File: config.mk
export PLATFORM = sky130hd
export DESIGN_NAME = decoder_2_4_hold
export DESIGN_NICKNAME = d
export VERILOG_FILES = /design/src/rtl/decoder_2_4_hold.sv
export SDC_FILE = /design/constraint.sdc
export NUM_CORES = 1
export LEC_CHECK = 0
export ABC_AREA = 1
export CELL_PAD_IN_SITES_DETAIL_PLACEMENT = 0
export CELL_PAD_IN_SITES_GLOBAL_PLACEMENT = 2
export CORE_ASPECT_RATIO = 0.6
export CORE_MARGIN = 2
export CORE_UTILIZATION = 31
export DETAILED_ROUTE_END_ITERATION = 16
export GPL_TIMING_DRIVEN = 0
export PLACE_DENSITY_LB_ADDON = 0.12
export SYNTH_ARGS = -nofsm -noshare
export SYNTH_HDL_FRONTEND = slang
export SYNTH_SLANG_ARGS = --single-unit
File: constraint.sdc
create_clock -name clk -period 2.41 [get_ports clk]
set_input_delay 0.482 -clock clk [delete_from_list [all_inputs] [get_ports clk]]
set_output_delay 0.482 -clock clk [all_outputs]
set_load 0.1 [all_outputs]
File: src/rtl/decoder_2_4_hold.sv
// rtl/decoder_2_4_hold.sv - registered 2-to-4 decoder with programmable hold and invalid-code accounting
//
// Receive-side partner of the 4-to-2 priority encoder. A code accepted through
// the valid/ready handshake drives a one-hot d_out for HOLD_CYCLES cycles, then
// d_out returns to zero. Codes flagged invalid by the encoder are dropped,
// counted (saturating) and latched into a sticky flag.
//
// Parameters:
//   HOLD_CYCLES  cycles d_out stays asserted per accepted code (1..255)
//   ERR_W        width of the invalid-code counter (>=1)
// Ports:
//   clk, rst     clock; asynchronous active-high reset
//   en           enable, gates acceptance only
//   in_valid     in_code/in_invalid presented
//   in_ready     decoder can accept (IDLE and enabled)
//   in_code      2-bit code to decode
//   in_invalid   encoder flagged the code as invalid
//   clr_err      synchronous clear of err_count/err_flag
//   d_out        one-hot decoded output
//   out_valid    d_out holds a decoded code
//   err_count    saturating count of accepted invalid codes
//   err_flag     sticky invalid-code indicator

module decoder_2_4_hold #(
  parameter int HOLD_CYCLES = 1,
  parameter int ERR_W       = 8
) (
  input  logic             clk,
  input  logic             rst,
  input  logic             en,
  input  logic             in_valid,
  output logic             in_ready,
  input  logic [1:0]       in_code,
  input  logic             in_invalid,
  input  logic             clr_err,
  output logic [3:0]       d_out,
  output logic             out_valid,
  output logic [ERR_W-1:0] err_count,
  output logic             err_flag
);

  localparam logic [0:0] ST_IDLE = 1'b0;
  localparam logic [0:0] ST_HOLD = 1'b1;

  // The counter is loaded with HOLD_CYCLES-1 so that the accept cycle itself
  // counts as the first of the HOLD_CYCLES output cycles.
  localparam logic [7:0]       HOLD_LOAD = 8'(HOLD_CYCLES - 1);
  localparam logic [ERR_W-1:0] ERR_MAX   = '1;
  localparam logic [ERR_W-1:0] ERR_ONE   = ERR_W'(1);

  logic [0:0] state;
  logic [7:0] hold_cnt;
  logic       accept;

  assign in_ready = (state == ST_IDLE) && en;
  assign accept   = in_valid && in_ready;

  always_ff @(posedge clk or posedge rst) begin
    if (rst) begin
      state     <= ST_IDLE;
      hold_cnt  <= 8'd0;
      d_out     <= 4'b0000;
      out_valid <= 1'b0;
    end else begin
      case (state)
        ST_IDLE: begin
          if (accept && !in_invalid) begin
            d_out     <= 4'b0001 << in_code;
            out_valid <= 1'b1;
            hold_cnt  <= HOLD_LOAD;
            state     <= ST_HOLD;
          end
        end
        ST_HOLD: begin
          if (hold_cnt != 8'd0) begin
            hold_cnt <= hold_cnt - 8'd1;
          end else begin
            d_out     <= 4'b0000;
            out_valid <= 1'b0;
            state     <= ST_IDLE;
          end
        end
        default: begin
          state     <= ST_IDLE;
          d_out     <= 4'b0000;
          out_valid <= 1'b0;
        end
      endcase
    end
  end

  // Accept can only happen in IDLE, so this needs no state qualification.
  // A clear coincident with a new invalid code keeps the new event.
  always_ff @(posedge clk or posedge rst) begin
    if (rst) begin
      err_count <= '0;
      err_flag  <= 1'b0;
    end else if (accept && in_invalid) begin
      if (clr_err) begin
        err_count <= ERR_ONE;
      end else if (err_count != ERR_MAX) begin
        err_count <= err_count + ERR_ONE;
      end
      err_flag <= 1'b1;
    end else if (clr_err) begin
      err_count <= '0;
      err_flag  <= 1'b0;
    end
  end

endmodule

=== Word level (Yosys, flattened, before mapping) ===
Cells that the tools add are included.

* Output and inout bits: 15
* Logic and storage cells: 43
* Flip-flop bits (word level): 23
* Input port bits: 8

* Add/subtract/negate cells: 2
* Mux-type cells: 18
* Equality and inequality tests: 4
* Bitwise logic cells: 1
* Shifts and indexed selects: 1
* Reduce and logical (&&, ||, !) cells: 11

{| class="wikitable"
|+ Operators by type and width
! operator !! number
|-
| $mux W8 || 6
|-
| $pmux W8 S2 || 1
|-
| $add A8 B1 Y8 const B || 1
|-
| $mux W4 || 2
|-
| $ne A8 B8 Y1 const B || 1
|-
| $pmux W4 S2 || 1
|-
| $reduce_bool A8 Y1 || 1
|-
| $sub A8 B1 Y8 const B || 1
|-
| $mux W1 || 6
|-
| $reduce_and A2 Y1 || 3
|-
| $logic_and A1 B1 Y1 || 4
|-
| $ne A2 B1 Y1 const B || 2
|-
| $pmux W1 S2 || 2
|-
| $reduce_bool A2 Y1 || 2
|-
| $shl A1 B2 Y4 const A || 1
|-
| $ne A2 B2 Y1 const B || 1
|-
| $logic_not A1 Y1 || 1
|-
| $not A1 Y1 || 1
|}

=== Depth between registers and ports, before layout ===
* Depth in word-level cells: 6
* Depth in mapped cells: 8
* Gate-level depth less buffers: 8

=== Worst setup path after synthesis ===
Ideal clock, no wire load.

* Kind: register to register
* Start: register err_count[0]
* End: register err_count[3]
* Stages on the path, launching flop included: 9
* Path slack: 0.300 ns
* Arrival: 1.990 ns
* Setup time: 0.120 ns
* Buffers on the path: 0
* Required time: 2.290 ns
* Clock period less this slack: 2.110 ns
* Cell sequence: dfrtp_1 ha_1 nand2_1 nor2_1 nand3_2 nand2_4 inv_1 nand3_1 nand2_1

* Longest elaborated chain between the ends: 4
* Elaborated cells on any way between the ends: 7
* Those cells by class: add/sub (1); eq/ne (1); mux (3); reduce/logical (2)

{| class="wikitable"
|+ Ends and longest elaborated chain
! item !! RTL line !! text
|-
| start, declared || 38 || <nowiki>output logic [ERR_W-1:0] err_count,</nowiki>
|-
| start signal, assigned || 102 || <nowiki>err_count <= err_count + ERR_ONE;</nowiki>
|-
| $add A8 B1 Y8 || 102 ||
|-
| $mux W8 || 101 || <nowiki>end else if (err_count != ERR_MAX) begin</nowiki>
|-
| $mux W8 || 99 || <nowiki>if (clr_err) begin</nowiki>
|-
| $mux W8 || 98 || <nowiki>end else if (accept && in_invalid) begin</nowiki>
|}

Parallel ways exist; a longest one is shown, timed or not. The select of a mux whose other input is x is not followed.
A chain may end at the register's enable or synchronous reset.

=== Worst setup path after layout ===
* Start: register err_count[3]
* End: output err_count[3]

No word-level cell between the ends.

==> results.ini <==
[clocking]
clock_path_buffers = 2
clk_latency_ps = 260
h-tree-depth = 1
cts_buffers = 3
clock_sinks = 23
postCtsHoldBufs = 0
cts_tree = built
cts.clk_slew.worst_paths_ps = 80
root_buffer = clkbuf_8
post_cts_buffers = 0

[finish]
multi_input_comb_area_sq_um = 593.1
num_antenna_cells = 0
layout.cell_area.non_filler_sq_um = 1589
regArea_sq_um = 575.6
syn_to_final_growth_pct = 25.87
num-fill-cells = 401
final_cells = 238
layout-drive-gt1-share = 0.09424
nets = 203

[place]
dp.cells = 234
dp_hpwl_um = 2264
place_ws_ps = -355.3
portBuffers = 22
place_congestion = 0.8203
dpl_cell_area_sq_um = 1541

[sta]
relSlewSlack = 0.3500
fin_skew_ps = 3.417
rsz0062_at_grt = false
hold_viol = 0
fmax_ghz = 0.4245
fin_crit_ps = 2356
tns_ps = 0
worst_slack_ps = 54.03
setup_viol = 0
tightest_slew_ps = 971.9
min_period_over_period = 0.9776
slew_violations = 0

[setup_path]
r2r_end = err_count[3]$_DFFE_PP0P_
worst-path-stages = 1
path_buf_inv = 1
cp-endpoint = err_count[3]
cp-start-kind = flop
slowest_delay_ps = 1170
critPathArrivalTime_ps = 1870
critPathMaxFanout = 5
crit_family = buffers and inverters
rr_worst_depth = 8
r2r_start = err_count[0]$_DFFE_PP0P_
crit_chain = clkdlybuf4s50_1
rrSetupSlack_ps = 780
cp-end-kind = primary output
critical_path_class = flop to primary output
worstPathRequired_ps = 1930
cp_slowest_cell = clkdlybuf4s50_1
critPathLaunch = err_count[3]$_DFFE_PP0P_

[route]
dr_total_vias = 1121
wl_um = 2983
antenna_left = 0
drt_iter0_markers = 62
viasPerCell = 4.710
drc = 0
wl_per_cell_um = 12.53
first_pass_iters = 4

[die]
core_area_sq_um = 3786
die_area_sq_um = 4616
die_h_um = 53.43
rows = 17
initial_core_util = 0.3334
ioPinCount = 23
die_w_um = 86.39

[synthesis]
synth_ff_type = dfrtp_1
yosysTopAreaCell = dfrtp_1
synth_top_area_share = 0.4559
yosysWarnings = 0
synth_nets = 176
ys_seq_area_frac = 0.4559
synth_cells = 165
synth_edf_count = 0
yosys-top-cells-area = dfrtp_1, nand2_1, nand3_1, inv_1, nor2_1
ys_seq_elements = 23
synth-async-reset-ratio = 1.000
synth_area_sq_um = 1262
avgSynthCellArea_sq_um = 7.651
ys_types = 24

[power]
power_density_nw_per_um2 = 1111
p_leak_nw = 0.7611
finalPower_mw = 1.765
ir_worst_vdd_mv = 0.8981

[global_route]
antenna_found_initial = 0
grt_pass1_wl_um = 5223
track_usage = 0.1491
grt_overflow = 0
grt_start_max_net_pins = 24
grt_pass1_vias = 1099

[run]
maxCapViolCount = 0

[worst_hold_path]
hold_path_class = flop to flop

[run_status]
status = completed

-- synthesized netlist by cell type (2+ instances only) --
cell type,count
dfrtp_1,23
ha_1,3
inv_1,24
nand2_1,40
nand2_2,3
nand3_1,20
nand4_1,2
nor2_1,19
o21ai_0,13
o21ai_2,3
xor2_1,2
-- final cells by class --
type	instances	share of cell area
multi-input combinational	117	0.3732
sequential	23	0.3622
timing repair buffer	22	0.1394
inverter	25	0.05906
tap	47	0.03701
clock buffer	3	0.02598
clock inverter	1	0.003150
-- flip-flops by register name (all words and copies together) (netlist names) --
register / count
err_count: 8
hold_cnt: 8
d_out: 4
err_flag: 1
out_valid: 1
state: 1
-- cells by family after synthesis --
group,after synthesis,share of synthesized area
compound gates,20,0.09317
xor+xnor,3,0.02082
fa+ha+maj,3,0.02974
buf+inv,25,0.07433
flops,23,0.4559
simple gates,91,0.3261
-- what timing repair did --
action | 4_1_cts | 5_1_grt
setup endpoints to repair | 1 | 0
hold endpoints to repair | 0 | 0
gates resized for setup | 3 | 0
-- stage by stage --
stage / util / hold slack, ps
floorplan: - / 474.9
global placement: 0.4071 / 465.0
detailed placement: 0.4071 / 470.1
CTS: 0.4197 / 501.7
global route: 0.4197 / 526.5
finish: 0.4197 / 497.5
-- per-layer routing --
metal,global-route usage,part of all wire,up-vias,routed length [um]
li1,-,-,582,-
met1,0.2197,0.57,514,1695
met2,0.2154,0.38,23,1145
met3,0.04524,0.045,2,134
met4,0.02344,0.0023,0,7
met5,0,0,-,0
-- how the worst min path moves through the flow --
stage / end / from / cells past startpoint
after floorplan: hold_cnt[7]$_DFFE_PP0P_ / hold_cnt[7]$_DFFE_PP0P_ / 2
after global placement: out_valid$_DFFE_PP0P_ / out_valid$_DFFE_PP0P_ / 2
after detailed placement: out_valid$_DFFE_PP0P_ / out_valid$_DFFE_PP0P_ / 2
after CTS: out_valid$_DFFE_PP0P_ / out_valid$_DFFE_PP0P_ / 2
after global routing: out_valid$_DFFE_PP0P_ / out_valid$_DFFE_PP0P_ / 2
final: out_valid$_DFFE_PP0P_ / out_valid$_DFFE_PP0P_ / 2
-- where the power goes --
group          total, mW  switching (mW)  internal, mW  leakage [nW]
Clock              0.240           0.125         0.115        0.0255
Combinational      0.964           0.708         0.256         0.427
Sequential         0.561          0.0754         0.485         0.309
Total               1.76           0.908         0.857         0.761
-- layout by cell type (no fill, tap or decap), drive strengths merged --
cell	Yosys	final
nand3	21	21
nor3	1	1
nor2	21	21
o21ai	17	17
o2111ai	1	1
dfrtp	23	23
clkdlybuf4s50	0	21
inv	25	25
a31oi	1	1
clkdlybuf4s15	0	1
nand4	2	2
xor2	2	2
clkinv	0	1
xnor2	1	1
nand2	44	44
or2	2	2
o22ai	1	1
ha	3	3
clkbuf	0	3
Power figures use the tool's default switching activity.
==> edit 1: new RTL, same settings <==
Set the parameter `ERR_W` to 12 (it was 8).
--- a/src/rtl/decoder_2_4_hold.sv
+++ b/src/rtl/decoder_2_4_hold.sv
@@ -24,5 +24,5 @@
 module decoder_2_4_hold #(
   parameter int HOLD_CYCLES = 1,
-  parameter int ERR_W       = 8
+  parameter int ERR_W       = 12
 ) (
   input  logic             clk,
Ports: changed (resized err_count); port bits go from 23 to 27. No check against the original RTL was run, so the function may have changed too.
==> edit 1 against the unedited design <==
- total power fell by 56%
- critical endpoint is now err_count[1]
- first-iteration DRC count fell by 15%
- largest cell class unchanged
- routed wire length rose by 39%
- non-clock buffer count rose by 8
- largest power group is now sequential cells
- highest routed layer unchanged
- register-to-register slack got worse by 40 ps
- critical path depth did not move
- hold slack got worse by 5.8 ps
- synthesized area rose by 31%
- final area rose by 29%
- core utilization fell by 1.8 points
- critical path type unchanged
- maximum frequency rose by 0.47%
- worst setup slack improved by 11 ps
- die area rose by 29%
- sequential cell count rose by 4
==> edit 1: results (changes against the unedited design) <==
metric	value	unit	change
Skew-Pair Late Insertion Delay	280	ps	was 260 ps
Via density	4.56		was 4.71
final wirelength	4.14	mm	was 2.98 mm
nets	258		was 203
Post-DP HPWL	3.12	mm	was 2.26 mm
DP Cell Count	308		was 234
first-pass GRT wire length	7.04	mm	was 5.22 mm
total track usage	0.153		was 0.149
reg2reg end	err_count[8]		was err_count[3]
share of layout cells above drive strength 1	0.134		was 0.0942
cell count of the worst hold path	2		unchanged
outcome	finished clean		unchanged
Reg2Reg Launch Point	err_count[1]		was err_count[0]
routability cong.	0.798		was 0.820
Synth top cells by count	nand2_1, nand3_1, dfrtp_1, inv_1, nor2_1		was nand2_1, inv_1, dfrtp_1
Hold Path Class	register to register		unchanged
placed cell areas	2000	µm²	was 1540 µm²
sequential share of the synthesized area	0.408		was 0.456
Relative slew margins	0.247		was 0.350
CTS clk-pin slew, worst paths	100	ps	was 80 ps
Net Count, Synth	227		was 176
top flop regs	err_count (12), hold_cnt (8), d_out (4)		was err_count (8), hold_cnt (8), d_out (4)
clk_skew	6.91	ps	was 3.42 ps
DRT iter0 DRCs	53		was 62
Area contributors post-synth	dfrtp_1, nand2_1, nand3_1		unchanged
IO buf count	26		was 22
R2R Setup Slk	740	ps	was 780 ps
drt wl/cell	13.3	µm	was 12.5 µm
largest net degree at the start of global routing	28		was 24
Worst VDD drop	0.181	mV	was 0.898 mV
leakage power	0.979	nW	was 0.761 nW
number of global-route vias before repair	1358		was 1099
fillers	547		was 401
-- edit 1: worst max-delay path by stage --
| stage | slack, ps | start | depth (start not counted) | to |
|---|---|---|---|---|
| after floorplan | 240 | err_count[1] | 8 | err_count[2] |
| after global placement | -340 | en | 4 | in_ready |
| after detailed placement | -340 | en | 4 | in_ready |
| after CTS | 20 | err_count[10] | 1 | err_count[10] |
| after global routing | 10 | err_count[1] | 1 | err_count[1] |
| final | 70 | err_count[1] | 1 | err_count[1] |
-- edit 1: final cells by class --
cell class	count	area, µm²	share of cell area
multi-input combinational	155	832	0.406
clock inverter	1	5.00	0.00244
buffer	4	37.5	0.0183
tap	66	82.6	0.0403
clock buffer	3	41.3	0.0201
sequential	27	676	0.329
timing repair buffer	26	264	0.129
inverter	30	113	0.0549
-- edit 1: cell families after synthesis --
group,after synthesis,synth area share
xor gates and xnor gates,1,0.00528
buffers and inverters,34,0.0906
DFF,27,0.408
adders and majority gates,3,0.0226
and+or+nand+nor,123,0.368
AOI/OAI and AO/OA,28,0.106
-- edit 1: timing repair --
item	CTS	global route
setup buffers	0	0
cloned	0	0
endpoints found under the setup margin	5	3
resized for setup	7	3
-- edit 1: per-stage QoR --
stage               hold slack, ps  worst slack [ps]  power (mW)  TNS [ps]
detailed placement             466              -340       0.517      -340
CTS                            495              24.1       0.795         0
global route                   518              11.0       0.806         0
global placement               454              -338       0.517      -338
floorplan                      445               236       0.492         0
finish                         492              65.1       0.778         0
-- edit 1: worst reg2reg max path, delay by kind of cell (launching register included) --
family / cells / cell delay, ps
flip-flops: 1 / 430
adder cells (fa/ha/maj): 1 / 300
AND/OR/NAND/NOR: 5 / 650
AO/OA/AOI/OAI: 1 / 90
buffers and inverters: 1 / 140
-- edit 1: report_power, final --
part	internal, mW	switching [mW]	total (mW)
logic	0.0166	0.0351	0.0517
clock network	0.116	0.156	0.272
registers	0.454	0.000723	0.455
-- edit 1: routing by layer --
metal	global-route usage	up-vias	part of all wire	wire (µm)
met4	0.0235	0	0.0034	14
met3	0.0346	2	0.068	280
met5	0	-	0	0
met1	0.255	625	0.57	2370
li1	-	764	-	-
met2	0.196	33	0.36	1470
==> edit 2: new RTL, same flow settings <==
Without the edit above. Put one more register stage on the output `err_count`, without a reset. The value now appears one clock later. The other outputs are not delayed to match.
--- a/src/rtl/decoder_2_4_hold.sv
+++ b/src/rtl/decoder_2_4_hold.sv
@@ -49,4 +49,6 @@
   localparam logic [ERR_W-1:0] ERR_ONE   = ERR_W'(1);
 
+  logic [ERR_W-1:0] err_count_s0;
+
   logic [0:0] state;
   logic [7:0] hold_cnt;
@@ -94,19 +96,23 @@
   always_ff @(posedge clk or posedge rst) begin
     if (rst) begin
-      err_count <= '0;
+      err_count_s0 <= '0;
       err_flag  <= 1'b0;
     end else if (accept && in_invalid) begin
       if (clr_err) begin
-        err_count <= ERR_ONE;
-      end else if (err_count != ERR_MAX) begin
-        err_count <= err_count + ERR_ONE;
+        err_count_s0 <= ERR_ONE;
+      end else if (err_count_s0 != ERR_MAX) begin
+        err_count_s0 <= err_count_s0 + ERR_ONE;
       end
       err_flag <= 1'b1;
     end else if (clr_err) begin
-      err_count <= '0;
+      err_count_s0 <= '0;
       err_flag  <= 1'b0;
     end
   end
 
+  always_ff @(posedge clk) begin
+    err_count <= err_count_s0;
+  end
+
 endmodule
 
Check against the original RTL: not equivalent (a bounded check fails within 4 cycles, from zero or initial values and one cycle with rst high).
==> edit 2 against the unedited design <==
- total power grew 27%
- first-iteration DRC count fell by 44%
- sequential cell count is 8 higher
- sequential share of layout area grew 2.4 points
- routed wire length up 13%
- largest power group unchanged
- sequential power increased by 27%
- synthesized area increased by 19%
- worst setup slack improved by 74 ps
- highest routed layer unchanged
- final area increased by 20%
- critical endpoint is now in_ready
==> edit 2: results (changes against the unedited design) <==
metric	value	unit	change
top flop regs	err_count (8), err_count_s0 (8), hold_cnt (8)		was err_count (8), hold_cnt (8), d_out (4)
sequential share of the synthesized area	0.488		was 0.456
nets	211		was 203
drt wl/cell	12.7	µm	was 12.5 µm
Synth top cells by count	nand2_1, dfrtp_1, inv_1		was nand2_1, inv_1, dfrtp_1
share of flip-flops with an asynchronous set or reset	0.742		was 1.00
DP Worst Slack	-441	ps	was -355 ps
first-pass GRT wire length	5.69	mm	was 5.22 mm
actual slew at the worst max-slew pin	975	ps	was 972 ps
Vias	1203		was 1121
Net Count, Synth	182		was 176
total track usage	0.139		was 0.149
outcome	finished clean		unchanged
DP Cell Count	256		was 234
Area contributors post-synth	dfrtp_1, dfxtp_1, nand2_1		was dfrtp_1, nand2_1, nand3_1
CTS Buf Count	5		was 3
Post-DP HPWL	2.54	mm	was 2.26 mm
Worst VDD drop	0.839	mV	was 0.898 mV
share of layout cells above drive strength 1	0.154		was 0.0942
Netlist cell types	32		was 24
final wirelength	3.36	mm	was 2.98 mm
cells after synthesis	171		was 165
CTS clk-pin slew, worst paths	60	ps	was 80 ps
DRT iter0 DRCs	35		was 62
slowest stage cell, crit path	clkdlybuf4s15_2		was clkdlybuf4s50_1
routability cong.	0.806		was 0.820
H-Tree Depth	2		was 1
## edit 2: cell type report
| type | instances | share of cell area |
|---|---|---|
| clock buffers | 8 | 0.0525 |
| inverters | 22 | 0.0459 |
| multi-input cells | 118 | 0.358 |
| flip-flops and latches | 31 | 0.386 |
| well taps | 63 | 0.0413 |
| repair buffers | 22 | 0.116 |
## edit 2: what timing repair did
item	in CTS	in global routing
buffers inserted	0	0
endpoints found under the setup margin	1	0
gates resized for setup	3	0
## edit 2: cells by family after synthesis
group | after synthesis | synth area share
compound gates | 21 | 0.102
simple gates | 91 | 0.309
buf+inv | 22 | 0.0581
fa+ha+maj | 3 | 0.0249
xor+xnor | 3 | 0.0174
flops | 31 | 0.488
## edit 2: final timing paths
kind | start | end | slack [ps] | depth (start not counted)
max | en | in_ready | 130 | 4
min | err_count_s0[6] | err_count[6] | 400 | 0
max reg2reg | err_count_s0[0] | err_count_s0[5] | 850 | 8
min reg2reg | err_count_s0[6] | err_count[6] | 400 | 0
max in group asynchronous | rst | hold_cnt[7] | 1140 | 2
min in group asynchronous | rst | err_count_s0[5] | 710 | 2
## edit 2: metrics by stage
step	hold WS [ps]	TNS [ps]	instance area [µm²]	utilization	total power [mW]
6_report	396	0	1910	0.413	2.24
3_5_place_dp	380	-441	1810	0.391	1.81
5_1_grt	421	0	1910	0.413	2.39
4_1_cts	400	0	1910	0.413	2.26
2_1_floorplan	367	0	1510	-	1.56
3_3_place_gp	374	-438	1810	0.391	1.79
## edit 2: worst max-delay path, delay by kind of cell
| kind | cells | cell delay (ps) |
|---|---|---|
| buf+inv | 3 | 1200 |
| simple gates | 1 | 110 |
## edit 2: report_power, final
part	switching (mW)	internal (mW)
registers	0.0930	0.619
clock network	0.185	0.260
logic	0.783	0.301
## edit 2: metal layers
| metal | up-vias | global-route usage | wire, µm |
|---|---|---|---|
| met5 | - | 0 | 0 |
| met4 | 0 | 0.0435 | 14 |
| met3 | 2 | 0.0507 | 216 |
| met2 | 33 | 0.185 | 1290 |
| met1 | 551 | 0.210 | 1840 |
| li1 | 617 | - | - |
